[config.mk]
export PLATFORM = sky130hd
export DESIGN_NAME = nonrestoring_divider
export DESIGN_NICKNAME = d
export VERILOG_FILES = /design/src/rtl/booth_pkg.sv /design/src/rtl/div_step.sv /design/src/rtl/nonrestoring_divider.sv
export SDC_FILE = /design/constraint.sdc
export NUM_CORES = 1
export LEC_CHECK = 0
export ABC_AREA = 1
export CORE_AREA = 2 2 57 112
export DETAILED_ROUTE_END_ITERATION = 10
export DIE_AREA = 0 0 59 114
export GPL_TIMING_DRIVEN = 0
export MAX_ROUTING_LAYER = met4
export SYNTH_ARGS = -nofsm -noshare
export SYNTH_HDL_FRONTEND = slang
export SYNTH_SLANG_ARGS = --single-unit
[constraint.sdc]
create_clock -name clk -period 2 [get_ports clk]
set_clock_uncertainty 0.1 [all_clocks]
set_input_delay 0.3 -clock clk [delete_from_list [all_inputs] [get_ports clk]]
set_output_delay 0.3 -clock clk [all_outputs]
set_load 0.02 [all_outputs]
[src/rtl/booth_pkg.sv]
// Shared definitions for the non-restoring divider: default width and FSM state encoding.
// Latency: n/a (definitions only).
// Backpressure: n/a (definitions only).
package booth_pkg;

    localparam int DEFAULT_WIDTH = 4;

    typedef enum logic [1:0] {
        ST_IDLE = 2'd0,
        ST_RUN  = 2'd1,
        ST_FIX  = 2'd2,
        ST_DONE = 2'd3
    } state_e;

endpackage

[src/rtl/div_step.sv]
// One combinational non-restoring division iteration on {A,Q} against divisor M.
// Latency: 0 cycles (pure combinational).
// Backpressure: none; the caller decides when to register the result.
module div_step
    import booth_pkg::*;
#(
    parameter int WIDTH = DEFAULT_WIDTH
) (
    input  logic [WIDTH:0]   a_in,
    input  logic [WIDTH-1:0] q_in,
    input  logic [WIDTH-1:0] m_in,
    output logic [WIDTH:0]   a_out,
    output logic [WIDTH-1:0] q_out
);

    logic [WIDTH:0] a_sh;
    logic [WIDTH:0] m_ext;

    // Shift {A,Q} left, add or subtract M depending on the sign of the old A,
    // and shift the new quotient bit (inverted sign of the new A) into Q.
    // The shifted A can exceed the WIDTH+1-bit range, but the true result lies
    // in [-M, M), so modular WIDTH+1-bit arithmetic still gives the exact value.
    always_comb begin
        a_sh  = {a_in[WIDTH-1:0], q_in[WIDTH-1]};
        m_ext = {1'b0, m_in};
        if (a_in[WIDTH]) begin
            a_out = a_sh + m_ext;
        end else begin
            a_out = a_sh - m_ext;
        end
        q_out = {q_in[WIDTH-2:0], ~a_out[WIDTH]};
    end

endmodule

[src/rtl/nonrestoring_divider.sv]
// Multi-cycle unsigned non-restoring divider; optional divide-by-zero shortcut via NONRESTORING_DIVIDER_DBZ_EN.
// Latency: WIDTH+2 edges from start accept to done (1 edge for divisor 0 when the shortcut is built in).
// Backpressure: start is only honoured while idle; requests while busy are dropped without effect.
module nonrestoring_divider
    import booth_pkg::*;
#(
    parameter int WIDTH = DEFAULT_WIDTH
) (
    input  logic             clk,
    input  logic             rst,
    input  logic             start,
    input  logic [WIDTH-1:0] dividend,
    input  logic [WIDTH-1:0] divisor,
    output logic             busy,
    output logic             done,
    output logic [WIDTH-1:0] quotient,
    output logic [WIDTH-1:0] remainder,
    output logic             dbz
);

    localparam int CW = $clog2(WIDTH) + 1;
    localparam logic [CW-1:0] LAST_STEP = CW'(WIDTH - 1);

    state_e           state_q, state_d;
    logic [WIDTH:0]   a_q, a_d;
    logic [WIDTH-1:0] q_q, q_d;
    logic [WIDTH-1:0] m_q, m_d;
    logic [CW-1:0]    cnt_q, cnt_d;
    logic [WIDTH-1:0] quo_q, quo_d;
    logic [WIDTH-1:0] rem_q, rem_d;
    logic             dbz_q, dbz_d;

    logic [WIDTH:0]   step_a;
    logic [WIDTH-1:0] step_q;
    logic [WIDTH:0]   a_fix;

    div_step #(
        .WIDTH (WIDTH)
    ) u_div_step (
        .a_in  (a_q),
        .q_in  (q_q),
        .m_in  (m_q),
        .a_out (step_a),
        .q_out (step_q)
    );

    // Final remainder correction: a negative partial remainder gets M added back.
    always_comb begin
        if (a_q[WIDTH]) begin
            a_fix = a_q + {1'b0, m_q};
        end else begin
            a_fix = a_q;
        end
    end

    // Next-state logic for the FSM, datapath registers and result registers.
    always_comb begin
        state_d = state_q;
        a_d     = a_q;
        q_d     = q_q;
        m_d     = m_q;
        cnt_d   = cnt_q;
        quo_d   = quo_q;
        rem_d   = rem_q;
        dbz_d   = dbz_q;
        case (state_q)
            ST_IDLE: begin
                if (start) begin
                    q_d   = dividend;
                    m_d   = divisor;
                    a_d   = '0;
                    cnt_d = '0;
`ifdef NONRESTORING_DIVIDER_DBZ_EN
                    if (divisor == '0) begin
                        quo_d   = '1;
                        rem_d   = dividend;
                        dbz_d   = 1'b1;
                        state_d = ST_DONE;
                    end else begin
                        state_d = ST_RUN;
                    end
`else
                    state_d = ST_RUN;
`endif
                end
            end
            ST_RUN: begin
                a_d   = step_a;
                q_d   = step_q;
                cnt_d = cnt_q + CW'(1);
                if (cnt_q == LAST_STEP) begin
                    state_d = ST_FIX;
                end
            end
            ST_FIX: begin
                a_d     = a_fix;
                quo_d   = q_q;
                rem_d   = a_fix[WIDTH-1:0];
                dbz_d   = 1'b0;
                state_d = ST_DONE;
            end
            ST_DONE: begin
                state_d = ST_IDLE;
            end
            default: begin
                state_d = ST_IDLE;
            end
        endcase
    end

    // State and datapath registers with synchronous active-high reset.
    always_ff @(posedge clk) begin
        if (rst) begin
            state_q <= ST_IDLE;
            a_q     <= '0;
            q_q     <= '0;
            m_q     <= '0;
            cnt_q   <= '0;
            quo_q   <= '0;
            rem_q   <= '0;
            dbz_q   <= 1'b0;
        end else begin
            state_q <= state_d;
            a_q     <= a_d;
            q_q     <= q_d;
            m_q     <= m_d;
            cnt_q   <= cnt_d;
            quo_q   <= quo_d;
            rem_q   <= rem_d;
            dbz_q   <= dbz_d;
        end
    end

    assign busy      = (state_q != ST_IDLE);
    assign done      = (state_q == ST_DONE);
    assign quotient  = quo_q;
    assign remainder = rem_q;
`ifdef NONRESTORING_DIVIDER_DBZ_EN
    assign dbz       = dbz_q;
`else
    // Without the shortcut, divide-by-zero is not flagged; the register is kept
    // only so the datapath is identical in both builds.
    assign dbz       = 1'b0;
    logic unused_dbz;
    assign unused_dbz = dbz_q;
`endif

endmodule

## Word-level counts from Yosys, hierarchy flattened

Index checks and enable logic that the tools add are counted.

| word-level totals | value |
|---|---|
| flip-flop bits (word level) | 26 |
| input bits | 11 |

| cells by class | value |
|---|---|
| $add $sub $neg | 4 |
| equal/unequal tests | 6 |
| multiplexer cells | 11 |
| bitwise operators | 1 |
| reductions and logical operators | 8 |

Operators by type and width:

| kind | count |
|---|---|
| 5-bit two-way mux | 3 |
| 5-bit case mux with 3 select lines | 1 |
| 5-bit by 4-bit adder with 5-bit output | 2 |
| 2-bit case mux with 4 select lines | 1 |
| 4-bit case mux with 2 select lines | 1 |
| 2-bit AND reduction | 4 |
| 3-bit case mux with 2 select lines | 1 |
| 5-bit by 4-bit subtractor with 5-bit output | 1 |
| 2-bit equality test, second input constant | 2 |
| 2-bit two-way mux | 2 |
| 4-bit two-way mux | 1 |
| 2-bit inequality test, second input constant | 2 |
| 2-bit nonzero test | 2 |
| 3-bit by 1-bit adder with 3-bit output, second input constant | 1 |
| 3-bit by 2-bit equality test with 1-bit output, second input constant | 1 |
| 3-bit two-way mux | 1 |
| 3-bit nonzero test | 1 |
| 2-bit by 1-bit equality test with 1-bit output, second input constant | 1 |
| 2-bit zero test | 1 |
| 1-bit NOT | 1 |

## Depth between registers and ports, before layout

| logic depth | value |
|---|---|
| depth after elaboration | 4 |
| depth in mapped cells | 13 |
| depth with buffers taken out | 13 |

## By module

From an unflattened synthesis, not the netlist that was laid out.

| second synthesis, totals | value |
|---|---|
| cells, all modules | 227 |
| area total of the unflattened synthesis | 1646.6 sq um |

Modules (own cells, without submodules):

| module | times used | cells each | area an instance (sq um) | seq. area each (sq um) |
|---|---|---|---|---|
| nonrestoring_divider | 1 | 180 | 1356.3 | 520.5 |
| div_step | 1 | 47 | 290.3 | 0.0 |

## Least setup slack after synthesis

OpenSTA, ideal clock, no wires.

| timing path | value |
|---|---|
| path kind | reg-to-reg |
| from | register m_q[0] |
| to | register q_q[0] |
| library setup time | 0.119 ns |
| data arrival time | 1.751 ns |
| data required time | 1.781 ns |
| slack | 0.030 ns |
| cell stages (with the launch flop) | 12 |
| buffers on the path | 0 |
| cells stage by stage | dfxtp_1 > inv_1 > ha_1 > nand2_1 > o21ai_0 > fa_1 > a21oi_1 > inv_1 > nand2_1 > nand3_1 > nand2_1 > a21oi_1 |

| on the way | value |
|---|---|
| word-level cells in the longest chain between the ends | 4 |
| elaborated cells between the ends (all ways) | 5 |

Ends and longest elaborated chain:

| item | RTL line | source |
|---|---|---|
| start: declaration | nonrestoring_divider.sv:27 | `logic [WIDTH-1:0] m_q, m_d;` |
| start signal: assignment | nonrestoring_divider.sv:126 | `m_q <= m_d;` |
| 5-bit by 4-bit subtractor with 5-bit output or 5-bit by 4-bit adder with 5-bit output (tied branches) | div_step.sv:29, div_step.sv:27 |  |
| 5-bit two-way mux * | div_step.sv:26 | `if (a_in[WIDTH]) begin` |
| 1-bit NOT * | div_step.sv:31 | `q_out = {q_in[WIDTH-2:0], ~a_out[WIDTH]};` |
| 4-bit case mux with 2 select lines * | nonrestoring_divider.sv:66 | `case (state_q)` |
| end signal: assignment | nonrestoring_divider.sv:125 | `q_q <= q_d;` |
| end: declaration | nonrestoring_divider.sv:26 | `logic [WIDTH-1:0] q_q, q_d;` |

Mark *: on every way between the ends. The rest lies on a longest branch, timed or not.
A chain may end at the register's enable or synchronous reset.

## Worst setup path after layout

| timing path | value |
|---|---|
| from | register m_q[1] |
| to | register a_q[4] |

| on the way | value |
|---|---|
| word-level cells in the longest chain between the ends | 3 |
| elaborated cells between the ends (all ways) | 6 |

Ends and longest elaborated chain:

| item | RTL line | source |
|---|---|---|
| 5-bit by 4-bit adder with 5-bit output (tied with other cells) | nonrestoring_divider.sv:50 | `a_fix = a_q + {1'b0, m_q};` |
| 5-bit two-way mux, on equally long branches | nonrestoring_divider.sv:49, div_step.sv:26 |  |
| 5-bit case mux with 3 select lines * | nonrestoring_divider.sv:66 |  |
| end signal: assignment | nonrestoring_divider.sv:115 | `a_q <= '0;` |
| end signal: assignment | nonrestoring_divider.sv:124 | `a_q <= a_d;` |
| end: declaration | nonrestoring_divider.sv:25 | `logic [WIDTH:0] a_q, a_d;` |

Marks and branches as above.

==> results by group <==
Status
  – Status: complete, no violations

STA
  – RSZ-0062 raised after global routing: yes
  – Final hold viol count: 0
  – Setup WS post-layout: 24.0 ps
  – Crit share post-route: 98.8%
  – Final Max Tran Viols: 0
  – Fmax: 506 MHz
  – Fin crit period: 1980 ps
  – Finish-stage setup viols: 0

Floorplan
  – # IOs: 22
  – Core area: 0.00591 mm2
  – Starting density of the core: 25.9%
  – Die footprint: 0.00673 mm2
  – X dimension of the die: 59 um
  – FP Rows: 40
  – Die Ht: 114 um

Clock network
  – Cts bufs inserted: 3
  – CTS tree: done
  – H-tree levels: 1
  – # hold bufs at CTS: 0
  – Clock Latency Late Sink: 260 ps
  – Worst-path clk slew: 70 ps
  – Buffer depth of the longest clock path: 2
  – CTS sink cnt: 26
  – CTS root buffer: clkbuf_16

Yosys
  – Post-synth top area share: 34.0%
  – Net count after synthesis: 239
  – Post-synth top area cell: dfxtp_1
  – #FFs+latches synth: 26
  – Mapped Area: 0.00153 mm2
  – Netlist cell types: 27
  – Gate Count Post-Synth: 210
  – Sequential area share after synthesis: 34.0%
  – Post-Syn Area per Cell: 7.28 um2
  – Synthesis Warnings: 0
  – Top post-synthesis cells by area: dfxtp_1, ha_1, nand2_1

Routing
  – DR WL/cell: 12.4 um
  – Post-DRT Antenna Nets: 0
  – Iter 0 DRT Violations: 49
  – First-pass DRT Iterations: 4
  – Via count: 1439
  – Drt via density: 4.76
  – DRC viols: 0
  – Final Routed Wirelength: 3750 um

Global routing
  – Initial antenna violation count: 0
  – Largest net degree at the start of global routing: 16
  – Vias in the first global route: 1377
  – Tot GR Track Use: 12.3%
  – GRT overflow: 0
  – Global-route wire length before repair: 6330 um

Placement
  – Place WS: -275 ps
  – Port buffer count: 20
  – GP Congestion: 0.860
  – HPWL after detailed placement: 2780 um
  – Placed Cells: 293

Final layout
  – Area Growth Syn to Fin: 33.9%
  – Antenna cells: 0
  – Layout Nets: 269
  – Share of layout cells above drive strength 1: 17.2%
  – Layout Cells excl Fill: 302

Critical path
  – Critical path data arrival time: 2070 ps
  – CP endpoint kind: flip-flop
  – Startpoint Class: flip-flop
  – Crit Path Category: flip-flop to flip-flop
  – CP max FO: 5
  – Worst EP required: 2100 ps

Worst hold path
  – Hold crit path type: flip-flop to flip-flop

Power and ir drop
  – Static leakage: 0.856 nW
  – Pwr Density: 1290 mW/mm2
  – IR drop worst, VDD: 0.000765 V

Job
  – Max-cap violation count: 0
-- critical path: stages (launching register included) --
cell and delay (ps):
dfxtp_4 380, inv_8 40, ha_4 160, a21oi_2 120
a22oi_2 80, ha_1 350, nand2_1 100, inv_2 50
a21oi_4 160, inv_2 50, nand2_2 60, nand4_1 110
a21oi_2 160
-- power by group --
group	switching (W)	total, W	internal (W)
Clock	0.000183	0.000581	0.000398
Combinational	0.000772	0.00131	0.000534
Sequential	0.000107	0.000757	0.000650
Total	0.00106	0.00264	0.00158
-- kinds of logic (layout without fill, tap and decap cells) --
logic type / count (synthesis) / in the layout / synth area share [%]
adders and majority gates: 18 / 18 / 15.7
AOI/OAI and AO/OA: 54 / 54 / 19.1
DFF: 26 / 26 / 34.0
xor gates and xnor gates: 1 / 1 / 0.573
and+or+nand+nor: 79 / 79 / 22.0
other: 1 / 1 / 0.245
buffers and inverters: 31 / 60 / 8.26
-- worst paths after layout --
| kind | start | end | slack [ps] | cells after the start |
|---|---|---|---|---|
| min reg2reg | remainder[1]$_SDFFE_PP0P_ | remainder[1]$_SDFFE_PP0P_ | 360 | 2 |
| max reg2reg | m_q[1]$_SDFFE_PP0P_ | a_q[4]$_SDFFE_PP0P_ | 20 | 12 |
| min | remainder[1]$_SDFFE_PP0P_ | remainder[1]$_SDFFE_PP0P_ | 360 | 2 |
| max | m_q[1]$_SDFFE_PP0P_ | a_q[4]$_SDFFE_PP0P_ | 20 | 12 |
-- registers in the layout, indices dropped and copies added, names as in the netlist --
signal / cells
a_q: 5
cnt_q: 3
m_q: 4
q_q: 4
quotient: 4
remainder: 4
state_q: 2
-- synth_stat cells --
cell and instances:
nand2_4 1, buf_2 2, o21ai_0 20, or2_4 1
dfxtp_1 26, inv_1 23, xor2_1 1, clkbuf_1 3
ha_1 16, a31oi_1 4, o211ai_1 1, nor3_1 2
nand2_1 45, or2_2 1, buf_4 2, a21oi_2 2
nor2_1 15, fa_1 2, conb_1 1, a22oi_1 1
a21oi_1 24, a211oi_1 2, nand3b_1 1, inv_2 1
nand4_1 1, or2_0 1, nand3_1 11
-- cell usage in the layout (no fill, tap or decap), types with 3 or more instances in the layout --
| cell | count |
|---|---|
| a31oi_1 | 3 |
| clkbuf_16 | 3 |
| dfxtp_1 | 22 |
| clkbuf_1 | 3 |
| a21oi_2 | 3 |
| a21oi_1 | 22 |
| nand2_1 | 44 |
| ha_1 | 13 |
| buf_4 | 7 |
| nand3_1 | 9 |
| o21ai_0 | 18 |
| clkdlybuf4s50_1 | 19 |
| inv_2 | 5 |
| nor2_1 | 15 |
| inv_1 | 17 |
| dfxtp_2 | 3 |
-- metrics by stage --
stage	instance area [um2]	utilization (%)	setup TNS (ps)	hold slack [ps]	total power, W
2_1_floorplan	1530	-	0	269	0.00153
5_1_grt	2050	34.7	-273	396	0.00287
3_3_place_gp	1810	30.6	-595	348	0.00185
4_1_cts	1920	32.5	-13.5	368	0.00247
6_report	2050	34.7	0	364	0.00264
3_5_place_dp	1810	30.6	-739	357	0.00187
-- layout make-up --
type | count | area, um2
Buffer | 7 | 42.5
Clock buffer | 3 | 75.1
Clock inverter | 1 | 30.0
Fill cell | 635 | 3860
Inverter | 24 | 103
Multi-Input combinational cell | 153 | 953
Sequential cell | 26 | 528
Tap cell | 63 | 78.8
Timing Repair Buffer | 25 | 236
-- metal layers --
metal / track usage (%) / share of wire, % / vias to the layer above
li1: - / - / 752
met1: 14.7 / 44 / 653
met2: 20.4 / 52 / 30
met3: 1.93 / 3.3 / 4
met4: 4.39 / 0.96 / 0
met5: - / 0 / -
-- repair_timing --
action                                 CTS  global route
pin swaps                                2            11
gates resized for setup                  7            30
setup endpoints to repair                6             7
endpoints found under the hold margin    0             0
buffers inserted                         0             5
(Power assumes the default switching activity.)
